[config.mk]
export PLATFORM = sky130hd
export DESIGN_NAME = proj_enemy_collision_scan
export DESIGN_NICKNAME = d
export VERILOG_FILES = /design/src/rtl/proj_enemy_collision_scan.sv
export SDC_FILE = /design/constraint.sdc
export NUM_CORES = 1
export LEC_CHECK = 0
export CAP_MARGIN = 20
export CORE_UTILIZATION = 54
export DETAILED_ROUTE_END_ITERATION = 16
export GPL_TIMING_DRIVEN = 0
export PLACE_DENSITY = 0.8
export SYNTH_ARGS = -nofsm -noshare
export SYNTH_HDL_FRONTEND = slang
export SYNTH_SLANG_ARGS = --single-unit
[constraint.sdc]
create_clock -name i_clk -period 5.72 [get_ports i_clk]
set_input_delay 1.144 -clock i_clk [delete_from_list [all_inputs] [get_ports i_clk]]
set_output_delay 1.144 -clock i_clk [all_outputs]
set_load 0.01 [all_outputs]
[src/rtl/proj_enemy_collision_scan.sv]
// Projectile-vs-enemy-grid collision scanner: snapshots positions on start and walks live (proj,enemy) pairs one per cycle.
// Optional COLLISION_HIT_COUNT_EN adds a saturating o_hitCount output.
module proj_enemy_collision_scan #(
  parameter int unsigned ENEMY_ROWS = 2,
  parameter int unsigned ENEMY_COLS = 4,
  parameter int unsigned SPACING_X  = 40,
  parameter int unsigned SPACING_Y  = 30,
  parameter int unsigned ENEMY_W    = 20,
  parameter int unsigned ENEMY_H    = 16,
  parameter int unsigned PROJ_W     = 4,
  parameter int unsigned PROJ_H     = 8
) (
  input  logic                                     i_clk,
  input  logic                                     i_rst,
  input  logic                                     i_start,
  input  logic [9:0]                               i_proj1X,
  input  logic [9:0]                               i_proj2X,
  input  logic [9:0]                               i_proj3X,
  input  logic [8:0]                               i_proj1Y,
  input  logic [8:0]                               i_proj2Y,
  input  logic [8:0]                               i_proj3Y,
  input  logic [9:0]                               i_gridX,
  input  logic [8:0]                               i_gridY,
  input  logic [ENEMY_ROWS*ENEMY_COLS-1:0]         i_aliveMask,
  output logic                                     o_busy,
  output logic                                     o_projHit,
  output logic [1:0]                               o_collidedProj,
  output logic [$clog2(ENEMY_ROWS*ENEMY_COLS)-1:0] o_enemyIdx,
  output logic                                     o_done
`ifdef COLLISION_HIT_COUNT_EN
  ,
  output logic [7:0]                               o_hitCount
`endif
);
  localparam int unsigned N  = ENEMY_ROWS * ENEMY_COLS;
  localparam int unsigned IW = $clog2(N);

  typedef enum logic [2:0] {S_IDLE, S_LOAD, S_SCAN, S_HIT, S_DONE} state_t;
  state_t r_state, w_state_nxt;

  logic [1:0]       r_p, w_p_nxt;
  logic [IW-1:0]    r_e, w_e_nxt;
  logic [2:0][9:0]  r_px;
  logic [2:0][8:0]  r_py;
  logic [9:0]       r_gx;
  logic [8:0]       r_gy;
  logic [N-1:0]     r_alive, w_alive_eff;

  logic             r_busy, r_hit, r_done;
  logic [1:0]       r_cp;
  logic [IW-1:0]    r_idx;
  logic             w_busy_d, w_hit_d, w_done_d;
  logic [1:0]       w_cp_d;
  logic [IW-1:0]    w_idx_d;

  logic             w_active, w_adv_ok, w_c_ok, w_c_hit;
  logic [1:0]       w_adv_p, w_c_p;
  logic [IW-1:0]    w_c_e;
  int unsigned      w_col, w_row;
  logic [10:0]      w_px, w_py, w_ex, w_ey;

  assign w_active = (r_state == S_LOAD) || (r_state == S_SCAN) || (r_state == S_HIT);

  // The enemy just hit is already gone for the pair examined in the same cycle.
  assign w_alive_eff = (r_state == S_HIT) ? (r_alive & ~(N'(1) << r_e)) : r_alive;

  // Lowest active projectile above r_p; inactive ones cost no cycles.
  always_comb begin
    w_adv_ok = 1'b0;
    w_adv_p  = 2'd0;
    for (int k = 3; k >= 1; k--) begin
      if (2'(k) > r_p && r_py[k-1] != 9'd0) begin
        w_adv_ok = 1'b1;
        w_adv_p  = 2'(k);
      end
    end
  end

  // Pair visited next cycle; its overlap is resolved now so the hit pulse is registered.
  always_comb begin
    w_c_ok = 1'b0;
    w_c_p  = r_p;
    w_c_e  = '0;
    if (r_state == S_SCAN && r_e != IW'(N-1)) begin
      w_c_ok = 1'b1;
      w_c_e  = r_e + 1'b1;
    end else if (w_adv_ok) begin
      w_c_ok = 1'b1;
      w_c_p  = w_adv_p;
    end
  end

  always_comb begin
    case (w_c_p)
      2'd2:    begin w_px = {1'b0, r_px[1]}; w_py = {2'b0, r_py[1]}; end
      2'd3:    begin w_px = {1'b0, r_px[2]}; w_py = {2'b0, r_py[2]}; end
      default: begin w_px = {1'b0, r_px[0]}; w_py = {2'b0, r_py[0]}; end
    endcase
    w_col   = 32'(w_c_e) % ENEMY_COLS;
    w_row   = 32'(w_c_e) / ENEMY_COLS;
    w_ex    = 11'(r_gx) + 11'(w_col * SPACING_X);
    w_ey    = 11'(r_gy) + 11'(w_row * SPACING_Y);
    w_c_hit = w_c_ok && w_alive_eff[w_c_e] &&
              (w_px < w_ex + 11'(ENEMY_W)) && (w_px + 11'(PROJ_W) > w_ex) &&
              (w_py < w_ey + 11'(ENEMY_H)) && (w_py + 11'(PROJ_H) > w_ey);
  end

  always_comb begin
    w_state_nxt = r_state;
    case (r_state)
      S_IDLE:                 if (i_start) w_state_nxt = S_LOAD;
      S_LOAD, S_SCAN, S_HIT:  w_state_nxt = !w_c_ok ? S_DONE : (w_c_hit ? S_HIT : S_SCAN);
      S_DONE:                 w_state_nxt = S_IDLE;
      default:                w_state_nxt = S_IDLE;
    endcase
  end

  always_comb begin
    w_p_nxt  = (w_active && w_c_ok) ? w_c_p : 2'd0;
    w_e_nxt  = (w_active && w_c_ok) ? w_c_e : '0;
    w_busy_d = (w_state_nxt != S_IDLE);
    w_hit_d  = (w_state_nxt == S_HIT);
    w_done_d = (w_state_nxt == S_DONE);
    w_cp_d   = w_hit_d ? w_c_p : 2'd0;
    w_idx_d  = w_hit_d ? w_c_e : '0;
  end

  always_ff @(posedge i_clk) begin
    if (!i_rst) begin
      r_state <= S_IDLE;
      r_p     <= 2'd0;
      r_e     <= '0;
      r_px    <= '0;
      r_py    <= '0;
      r_gx    <= '0;
      r_gy    <= '0;
      r_alive <= '0;
      r_busy  <= 1'b0;
      r_hit   <= 1'b0;
      r_done  <= 1'b0;
      r_cp    <= 2'd0;
      r_idx   <= '0;
    end else begin
      r_state <= w_state_nxt;
      r_p     <= w_p_nxt;
      r_e     <= w_e_nxt;
      r_busy  <= w_busy_d;
      r_hit   <= w_hit_d;
      r_done  <= w_done_d;
      r_cp    <= w_cp_d;
      r_idx   <= w_idx_d;
      if (r_state == S_IDLE && i_start) begin
        r_px    <= {i_proj3X, i_proj2X, i_proj1X};
        r_py    <= {i_proj3Y, i_proj2Y, i_proj1Y};
        r_gx    <= i_gridX;
        r_gy    <= i_gridY;
        r_alive <= i_aliveMask;
      end else if (r_state == S_HIT) begin
        r_alive <= w_alive_eff;
      end
    end
  end

  assign o_busy         = r_busy;
  assign o_projHit      = r_hit;
  assign o_collidedProj = r_cp;
  assign o_enemyIdx     = r_idx;
  assign o_done         = r_done;

`ifdef COLLISION_HIT_COUNT_EN
  logic [7:0] r_hitCount;
  always_ff @(posedge i_clk) begin
    if (!i_rst)                                      r_hitCount <= 8'd0;
    else if (r_state == S_HIT && r_hitCount != 8'hFF) r_hitCount <= r_hitCount + 8'd1;
  end
  assign o_hitCount = r_hitCount;
`endif
endmodule

==> flow_metrics.py <==
metrics = {
    "outcome": {
        "outcome": "complete, no violations",
    },
    "timing": {
        "finalCritPeriodShare_pct": 92.67,
        "grt_setup_unrepaired": "false",
        "slew_headroom_pct": 37.43,
        "setup-tns-final_ns": 0,
        "drv_slew": 0,
        "setup_viol": 0,
        "fmax_mhz": 188.7,
        "post-route-min-period_ns": 5.301,
        "fin_skew_ns": 0.01011,
        "worst_pin_slew_ns": 0.9255,
        "final-hold-violation-count": 0,
    },
    "worst_setup_path": {
        "critPathRequiredTime_ns": 6.00,
        "end_kind": "flip-flop",
        "r2r-start": "r_e[0]",
        "reg2reg_slack_ns": 0.42,
        "endpoint": "o_enemyIdx[2]",
        "arrival_ns": 5.58,
        "worst_setup_path_start_kind": "flip-flop",
        "startpoint": "r_e[0]",
        "crit_type": "reg -> reg",
        "crit_fanout": 8,
        "r2r-end": "o_enemyIdx[2]",
        "r2r_cells": 19,
    },
    "pwr": {
        "p_per_area_nw_per_um2": 305.6,
        "p_leak_nw": 2.821,
        "peakVddDrop_mv": 0.1855,
    },
    "logic_synthesis": {
        "yosys_warnings": 0,
        "ys_dominant_reg_cell": "dfxtp_1",
        "syn_area_sq_um": 5979,
        "ys_async_sr_fraction_pct": 0,
        "synth-seq-cells": 100,
        "yosysSeqAreaShare_pct": 33.48,
        "synth_edf_count": 0,
        "synth_cell_types": 68,
        "avgSynthCellArea_sq_um": 8.248,
        "syn-num-nets": 867,
        "syn_inst": 725,
    },
    "floorplan": {
        "io_pins": 95,
        "die_w_um": 107.2,
        "die_area_sq_um": 11500,
        "core_sq_um": 10790,
        "fp.dieH_um": 107.2,
        "start_util_pct": 55.40,
        "core.rowCount": 38,
    },
    "drt": {
        "initialDrtViolationCount": 316,
        "antenna_left": 0,
        "first_pass_iters": 5,
        "drc": 0,
        "drt_wl_total_mm": 16.09,
        "viasPerCell": 5.601,
        "num_vias": 5472,
        "routedWlPerCell_um": 16.47,
    },
    "hold_path": {
        "hold_path.class": "reg -> reg",
        "hold_path_depth": 2,
    },
    "clocking": {
        "tritoncts.num_buffers": 9,
        "hold_buffers": 0,
        "postCtsSetupBuffers": 0,
        "cts_root_buf": "clkbuf_8",
        "cts_tree": "done",
        "clkSlewWorstSetupHoldPaths_ns": 0.10,
        "cts_buffer_depth": 2,
        "clk_latency_ns": 0.39,
        "cts_sinks": 100,
        "htreeDepth": 3,
        "cts_resized": 0,
    },
    "cells_and_area": {
        "layout_commonest_cell": "nand2_1",
        "fin_nets": 974,
        "area_delta_synth_final_pct": 21.87,
        "num-fill-cells": 929,
        "layout-drive-gt1-share_pct": 5.854,
        "fin_area_sq_um": 7287,
        "diodes": 0,
        "final_cell_mix": "nand2_1, dfxtp_1, clkdlybuf4s50_1",
    },
    "global_routing": {
        "grt_pass1_wl_mm": 26.04,
        "grt_max_degree": 18,
        "antenna_found_initial": 0,
        "track_usage_pct": 29.31,
        "grt-ovfl-total": 0,
        "grt_pass1_vias": 5447,
    },
    "run": {
        "maxCapViolCount": 0,
    },
    "place": {
        "placed_cell_area_sq_um": 7096,
        "post-dp-hpwl_mm": 12.82,
        "port_buffers": 94,
        "globalplace.congestion": 0.9318,
    },
}
==> routing by layer <==
layer / track usage, % / vias up / share of wire [%] / routed length, um
met5: 0 / - / 0 / 0
met4: 8.708 / 0 / 1.8 / 297
met3: 4.316 / 20 / 4.7 / 751
met2: 51.47 / 173 / 48 / 7775
met1: 36.97 / 2551 / 45 / 7269
li1: - / 2728 / - / -
==> registers in the layout, summed over array words and instances, names as in the netlist <==
register	count
r_alive	8
o_enemyIdx	3
r_px	30
o_done	1
o_busy	1
r_gx	10
r_py	27
r_state	3
r_p	2
o_collidedProj	2
r_gy	9
o_projHit	1
r_e	3
==> metrics by stage <==
step / setup WS (ns) / hold WS (ns) / cells / total power [mW] / utilization, %
global placement: 0.3688 / 0.4497 / 959 / 1.768 / 65.74
finish: 0.4193 / 0.4763 / 977 / 2.227 / 67.52
floorplan: 1.227 / 0.4387 / 725 / 1.497 / -
CTS: 0.2156 / 0.4745 / 975 / 2.224 / 67.38
detailed placement: 0.2523 / 0.4599 / 959 / 1.797 / 65.74
global route: 0.1128 / 0.4990 / 977 / 2.377 / 67.52
==> worst min-delay path by stage <==
stage          startpoint       end  slack [ns]
2_1_floorplan    r_px[14]  r_px[14]        0.44
3_3_place_gp     r_px[20]  r_px[20]        0.45
3_5_place_dp     r_px[23]  r_px[23]        0.46
4_1_cts          r_px[23]  r_px[23]        0.47
5_1_grt           r_px[6]   r_px[6]        0.50
6_report         r_px[23]  r_px[23]        0.48
==> cells in the mapped netlist (all sizes together), types with 4 or more instances <==
cell type | number | share of area [%]
nand2 | 169 | 11
clkbuf | 29 | 1.8
or2 | 10 | 1.0
ha | 53 | 11
and2 | 5 | 0.52
nor4 | 7 | 0.73
buf | 9 | 0.80
nand3b | 4 | 0.50
dfxtp | 100 | 33
nor3b | 4 | 0.50
xor2 | 16 | 2.3
o21ai | 28 | 2.3
mux2i | 4 | 0.67
nor2 | 31 | 2.0
or3 | 4 | 0.50
a21boi | 79 | 9.9
nand3 | 9 | 0.75
a22oi | 7 | 0.88
nor3 | 12 | 1.1
inv | 31 | 1.9
o22ai | 8 | 0.84
xnor2 | 14 | 2.1
a21o | 5 | 0.75
nand4 | 7 | 0.73
a21oi | 16 | 1.3
o221ai | 6 | 1.4
nor2b | 14 | 1.5
==> worst max-delay path: stages, from the launching register on <==
cell and delay, ns:
dfxtp_1 0.39, ha_1 0.24, ha_1 0.26, or4b_1 0.47, buf_2 0.20, nor2_2 0.38, ha_1 0.36, a21o_1 0.20
a21oi_1 0.28, inv_1 0.08, maj3_1 0.38, nand2_1 0.10, xor2_1 0.19, ha_1 0.27, a2111oi_0 0.41, o21ai_0 0.20
a32oi_1 0.27, nand4_1 0.13, buf_4 0.19, nor4_1 0.19
==> cell families after synthesis <==
| kind of cell | count (synthesis) | share of synthesized area (%) |
|---|---|---|
| and+or+nand+nor | 289 | 22.43 |
| AOI/OAI and AO/OA | 177 | 22.54 |
| DFF | 100 | 33.48 |
| buffers and inverters | 69 | 4.561 |
| adders and majority gates | 56 | 11.93 |
| xor gates and xnor gates | 30 | 4.394 |
| muxes | 4 | 0.6696 |
==> final cells by class <==
type / instances / area, sq um / area share, %
plain buffers: 38 / 156.4 / 2.146
inverters: 31 / 116.4 / 1.597
clock inverters: 5 / 45.04 / 0.6181
flip-flops and latches: 100 / 2002 / 27.47
repair buffers: 96 / 955.9 / 13.12
well taps: 140 / 175.2 / 2.404
multi-input cells: 556 / 3705 / 50.84
clock buffers: 11 / 131.4 / 1.803
==> report_power, final <==
part / internal [mW] / switching, mW / total (mW) / leakage (nW)
clock network: 0.165 / 0.264 / 0.429 / 0.0860
registers: 0.748 / 0.0408 / 0.789 / 0.819
logic: 0.442 / 0.568 / 1.01 / 1.92
total: 1.35 / 0.872 / 2.23 / 2.82
Note: power is estimated with default switching activity, not from simulation.
